===== config.mk =====
export PLATFORM = sky130hd
export DESIGN_NAME = mac_feeder
export DESIGN_NICKNAME = d
export VERILOG_FILES = /design/src/rtl/mac_feeder.sv
export SDC_FILE = /design/constraint.sdc
export NUM_CORES = 1
export LEC_CHECK = 0
export ABC_CLOCK_PERIOD_IN_PS = 2500
export CAP_MARGIN = 20
export CORE_MARGIN = 10
export CORE_UTILIZATION = 45
export DETAILED_ROUTE_END_ITERATION = 10
export DONT_BUFFER_PORTS = 1
export GPL_TIMING_DRIVEN = 0
export PLACE_DENSITY = 0.63
export SKIP_CTS_REPAIR_TIMING = 1
export SLEW_MARGIN = 30
export SYNTH_ARGS = -nofsm -noshare
export SYNTH_HDL_FRONTEND = slang
export SYNTH_SLANG_ARGS = --single-unit

===== constraint.sdc =====
create_clock -name clk -period 2.5 [get_ports clk]
set_clock_uncertainty 0.1 [all_clocks]
set_input_delay 0.5 -clock clk [delete_from_list [all_inputs] [get_ports clk]]
set_output_delay 0.5 -clock clk [all_outputs]
set_load 0.02 [all_outputs]

===== src/rtl/mac_feeder.sv =====
// mac_feeder: streams A/B operand vectors from two BRAM read ports into a MAC PE and reports the per-run dot product.
// Define MAC_FEEDER_TIMEOUT_EN to add a completion timeout that raises error.
module mac_feeder #(
    parameter int BITWIDTH    = 32,
    parameter int VECTOR_SIZE = 16,
    parameter int ADDR_WIDTH  = 4,
    parameter int PE_DELAY    = 16
) (
    input  logic                  clk,
    input  logic                  rst,
    input  logic                  start,
    input  logic [ADDR_WIDTH:0]   len,
    output logic                  busy,
    output logic                  done,
    output logic                  error,
    output logic [BITWIDTH-1:0]   result,
    output logic                  a_en,
    output logic                  b_en,
    output logic [ADDR_WIDTH-1:0] a_addr,
    output logic [ADDR_WIDTH-1:0] b_addr,
    input  logic [BITWIDTH-1:0]   a_rdata,
    input  logic [BITWIDTH-1:0]   b_rdata,
    output logic [BITWIDTH-1:0]   pe_ain,
    output logic [BITWIDTH-1:0]   pe_bin,
    output logic                  pe_valid,
    input  logic [BITWIDTH-1:0]   pe_dout,
    input  logic                  pe_dvalid
);

    typedef enum logic [2:0] {
        IDLE,
        BASE,
        ISSUE,
        DRAIN,
        DONE
    } state_t;

    localparam logic [ADDR_WIDTH:0]   MAX_LEN  = (ADDR_WIDTH+1)'(VECTOR_SIZE);
    localparam logic [ADDR_WIDTH:0]   LEN_ONE  = (ADDR_WIDTH+1)'(1);
    localparam logic [ADDR_WIDTH-1:0] ADDR_ONE = ADDR_WIDTH'(1);

    if (PE_DELAY < 2 || VECTOR_SIZE > (1 << ADDR_WIDTH)) begin : g_param_check
        $error("mac_feeder: needs PE_DELAY >= 2 and VECTOR_SIZE <= 2**ADDR_WIDTH");
    end

    state_t                state;
    logic [1:0]            guard;
    logic                  rd_en;
    logic [ADDR_WIDTH-1:0] addr;
    logic [ADDR_WIDTH:0]   last_idx;
    logic                  zero_len;
    logic [BITWIDTH-1:0]   base;
    logic [BITWIDTH-1:0]   capture;
    logic [ADDR_WIDTH:0]   len_clamped;
    logic [ADDR_WIDTH:0]   len_last;
    logic                  accept;
    logic                  pe_done;
    logic                  timed_out;

    // NOTE: every always_comb output gets a value on every path, so no latch is inferred.
    always_comb begin
        len_clamped = (len > MAX_LEN) ? MAX_LEN : len;
        len_last    = len_clamped - LEN_ONE;
    end

    assign accept  = start && (state == IDLE) && (guard == 2'd0);
    // Completion strobes are only trusted once the last operand beat has left.
    assign pe_done = pe_dvalid && !pe_valid;

    assign a_en   = rd_en;
    assign b_en   = rd_en;
    assign a_addr = addr;
    assign b_addr = addr;
    assign pe_ain = pe_valid ? a_rdata : '0;
    assign pe_bin = pe_valid ? b_rdata : '0;

    // Keeps the next snapshot away from products still in flight inside the PE.
    always_ff @(posedge clk) begin
        if (rst || pe_valid) begin
            guard <= 2'd2;
        end else if (guard != 2'd0) begin
            guard <= guard - 2'd1;
        end
    end

    // NOTE: sequential state uses non-blocking assignments so every register samples pre-edge values.
    always_ff @(posedge clk) begin
        if (rst) begin
            state    <= IDLE;
            busy     <= 1'b0;
            done     <= 1'b0;
            rd_en    <= 1'b0;
            pe_valid <= 1'b0;
            addr     <= '0;
            last_idx <= '0;
            zero_len <= 1'b0;
            base     <= '0;
            capture  <= '0;
            result   <= '0;
        end else begin
            done     <= 1'b0;
            pe_valid <= rd_en;
            case (state)
                IDLE: begin
                    if (accept) begin
                        last_idx <= len_last;
                        zero_len <= (len == '0);
                        busy     <= 1'b1;
                        state    <= BASE;
                    end
                end
                BASE: begin
                    base <= pe_dout;
                    addr <= '0;
                    if (zero_len) begin
                        capture <= pe_dout;
                        done    <= 1'b1;
                        state   <= DONE;
                    end else begin
                        rd_en <= 1'b1;
                        state <= ISSUE;
                    end
                end
                ISSUE: begin
                    if ({1'b0, addr} == last_idx) begin
                        rd_en <= 1'b0;
                        state <= DRAIN;
                    end else begin
                        addr <= addr + ADDR_ONE;
                    end
                end
                DRAIN: begin
                    if (pe_done) begin
                        capture <= pe_dout;
                        done    <= 1'b1;
                        state   <= DONE;
                    end else if (timed_out) begin
                        capture <= base;
                        done    <= 1'b1;
                        state   <= DONE;
                    end
                end
                DONE: begin
                    result <= capture - base;
                    busy   <= 1'b0;
                    state  <= IDLE;
                end
                default: begin
                    state <= IDLE;
                end
            endcase
        end
    end

`ifdef MAC_FEEDER_TIMEOUT_EN
    localparam int TW = $clog2(2 * PE_DELAY);
    localparam logic [TW-1:0] WAIT_LAST = TW'(2 * PE_DELAY - 1);
    localparam logic [TW-1:0] WAIT_ONE  = TW'(1);

    logic [TW-1:0] wait_cnt;

    assign timed_out = (state == DRAIN) && !pe_valid && !pe_dvalid && (wait_cnt == WAIT_LAST);

    always_ff @(posedge clk) begin
        if (rst) begin
            error    <= 1'b0;
            wait_cnt <= '0;
        end else begin
            if (accept) begin
                error <= 1'b0;
            end else if (timed_out) begin
                error <= 1'b1;
            end
            if ((state == DRAIN) && !pe_valid) begin
                wait_cnt <= wait_cnt + WAIT_ONE;
            end else begin
                wait_cnt <= '0;
            end
        end
    end
`else
    assign timed_out = 1'b0;
    assign error     = 1'b0;
`endif

endmodule


==> results.json <==
{
  "status": "finished with violations",
  "violations": "negative setup slack",
  "hold_class": "primary input to register",
  "htreeDepth": 4,
  "final_common_cell": "nand2_1",
  "setup_ws_ns": -0.142,
  "nets": 1039,
  "grt_usage": 0.214,
  "grt_pass1_vias": 5576,
  "cts_made_buffers": 17,
  "path_max_fanout": 4,
  "first_pass_iters": 5,
  "synthFlopType": "dfxtp_1",
  "netlist_area_um2": 6490,
  "final_cell_mix": "nand2_1 (166), dfxtp_1 (112), a21oi_1 (102)",
  "syn-instance-count": 859,
  "fmax_mhz": 379,
  "core_um2": 14000,
  "rsz0062_at_grt": "true",
  "setup_viol": 3,
  "hp-start": "pe_dout[0]",
  "p_per_area_nw_per_um2": 937,
  "clock_path_buffers": 2,
  "routed_wl_mm": 22.2,
  "clock_latency_ns": 0.43,
  "yosysWarnings": 0,
  "die_area_um2": 19600,
  "power_leakage_nw": 3.00,
  "place.gp.congestion": 0.913,
  "drt_iter0_drc": 641,
  "ys_seq_elements": 115,
  "r2r-end": "result[26]$_SDFFE_PP0P_",
  "period_needed_ns": 2.64,
  "remaining_drc_errors": 0,
  "maxSlewHeadroom": 0.513,
  "synth-edff-count": 0,
  "peakVddDrop_uv": 735,
  "ff2ff_path_depth": 11,
  "antenna_found_initial": 2,
  "die_w_um": 140,
  "hold_viol_final": 0,
  "initial_utilization": 0.464,
  "startpoint_type": "register",
  "rows": 43,
  "wl_per_cell_um": 20.3,
  "clk_pin_slew_ns": 0.05,
  "worst_hold_path.endpoint": "capture[0]$_SDFFE_PP0P_",
  "grt_pass1_wl_mm": 33.1,
  "via_per_inst": 5.66,
  "tritoncts": "yes",
  "grt_max_degree": 17,
  "yosysSeqAreaShare": 0.355,
  "dp_slack_ns": -0.478,
  "area_delta_synth_final_pct": 23.2,
  "num_io_pins": 215,
  "clock-root-buffer": "clkbuf_16",
  "cts.sinks": 115,
  "fin_crit_sh": 1.06,
  "reg2reg_slack_ns": -0.14,
  "ant_nets": 0,
  "slew_viol_final": 0,
  "crit_type": "register to register",
  "hold-path-cell-count": 2,
  "power_mw": 7.49,
  "syn-num-nets": 999,
  "syn_avg_cell_area_um2": 7.56,
  "vias": 6192,
  "tightest_slew_ns": 0.730,
  "r2r-start": "capture[0]$_SDFFE_PP0P_",
  "worstPathRequired_ns": 2.76,
  "drv_cap": 0,
  "cp.arrival_ns": 2.91,
  "die_y_um": 140,
  "drive_above_1_share": 0.143,
  "slowest_stage": "a2111oi_1",
  "path_cells": "inv_2 -> ha_4 -> fa_2 -> nor2b_4 -> o21bai_4 -> a21oi_4 -> o2111ai_4 -> a21oi_4 -> o2111ai_4 -> a2111oi_1 -> nand3b_1",
  "max_stage_delay_ns": 0.38,
  "ys_types": 56,
  "synthArstFlopShare": 0,
  "crit_path_end_kind": "register",
  "grt.overflow.total": 0,
  "hpwl_mm": 17.0,
  "numPortBuffers": 0
}
==> area by class of cell <==
type	instances	area (µm²)
fill	1290	5990
sequential	115	2310
antenna	2	5.00
clock buffer	24	512
tap	180	225
buffer	54	233
clock inverter	8	169
timing repair buffer	23	180
multi-input combinational	644	4200
inverter	44	165
==> sequential cells by signal, summed over array words and instances, names as in the netlist <==
register / flops
a_addr: 4
capture: 32
zero_len: 1
a_en: 1
guard: 2
result: 32
done: 1
last_idx: 5
busy: 1
base: 32
state: 3
pe_valid: 1
==> cells in the mapped netlist, types with 2 or more instances <==
master | number | area (µm²)
nand2_1 | 166 | 623
dfxtp_1 | 115 | 2300
a21oi_1 | 107 | 536
and2_1 | 67 | 419
clkbuf_1 | 48 | 180
inv_1 | 44 | 165
nor2_1 | 39 | 146
ha_1 | 34 | 425
nor3_1 | 26 | 130
nand3_1 | 20 | 100
o21ai_0 | 19 | 95.1
nand3b_1 | 16 | 120
a21o_1 | 12 | 90.1
nand2b_1 | 12 | 75.1
a211oi_1 | 11 | 82.6
o21a_1 | 11 | 82.6
xor2_1 | 9 | 78.8
nor2b_1 | 8 | 50.1
or3_1 | 8 | 50.1
xnor2_1 | 8 | 70.1
buf_4 | 6 | 45.0
a2111oi_0 | 5 | 43.8
mux2i_1 | 5 | 50.1
nand4_1 | 5 | 31.3
o211ai_1 | 5 | 37.5
nor3b_1 | 4 | 30.0
o21ai_1 | 4 | 20.0
a211o_1 | 3 | 26.3
a21boi_0 | 3 | 22.5
o2111ai_1 | 3 | 26.3
a2111o_1 | 2 | 22.5
a311oi_1 | 2 | 17.5
a31oi_1 | 2 | 12.5
a41oi_1 | 2 | 17.5
and3_1 | 2 | 12.5
buf_1 | 2 | 7.51
nor4_1 | 2 | 12.5
o2111ai_2 | 2 | 30.0
o21bai_1 | 2 | 15.0
or4_1 | 2 | 15.0
==> routing by layer <==
layer,share of wire,vias to the layer above,global-route usage
met5,0,-,0
met4,0.031,0,0.0870
met3,0.085,39,0.0747
met2,0.52,268,0.379
met1,0.37,2878,0.227
li1,-,3007,-
==> critical path, delay by kind of cell, from the launching register on <==
family	cells	cell delay (ns)
and+or+nand+nor	2	0.31
buffers and inverters	1	0.04
DFF	1	0.33
adders and majority gates	2	0.51
AOI/OAI and AO/OA	6	1.27
==> where the power goes <==
group / internal, mW / switching [mW] / leakage [nW]
sequential: 1.94 / 0.0765 / 0.930
combinational: 1.28 / 1.41 / 1.74
clock: 1.92 / 0.861 / 0.336
total: 5.14 / 2.35 / 3.00
==> kinds of logic after synthesis <==
family,Yosys count,synth area share
other,1,0.000578
AOI/OAI and AO/OA,204,0.198
DFF,115,0.355
adders and majority gates,35,0.0686
buffers and inverters,100,0.0613
xor gates and xnor gates,17,0.0229
and+or+nand+nor,381,0.285
muxes,6,0.00944
==> worst max-delay path by stage <==
stage,start,end,cells past startpoint
floorplan,capture[0]$_SDFFE_PP0P_,result[30]$_SDFFE_PP0P_,11
global placement,base[1]$_SDFFE_PP0P_,result[29]$_SDFFE_PP0P_,10
detailed placement,base[1]$_SDFFE_PP0P_,result[29]$_SDFFE_PP0P_,10
CTS,base[1]$_SDFFE_PP0P_,result[29]$_SDFFE_PP0P_,10
global route,capture[0]$_SDFFE_PP0P_,result[30]$_SDFFE_PP0P_,11
finish,capture[0]$_SDFFE_PP0P_,result[26]$_SDFFE_PP0P_,11
==> per-stage QoR <==
step	hold WS (ns)	util	instance area [µm²]	instances	TNS, ns
2_1_floorplan	0.336	-	6510	859	-0.0207
3_3_place_gp	0.344	0.482	6740	1039	-2.81
3_5_place_dp	0.347	0.482	6740	1039	-3.13
4_1_cts	0.0922	0.530	7420	1071	-5.10
5_1_grt	0.0877	0.572	8000	1093	-1.11
6_report	0.0939	0.572	8000	1094	-0.302
Note: power is estimated with default switching activity, not from simulation.
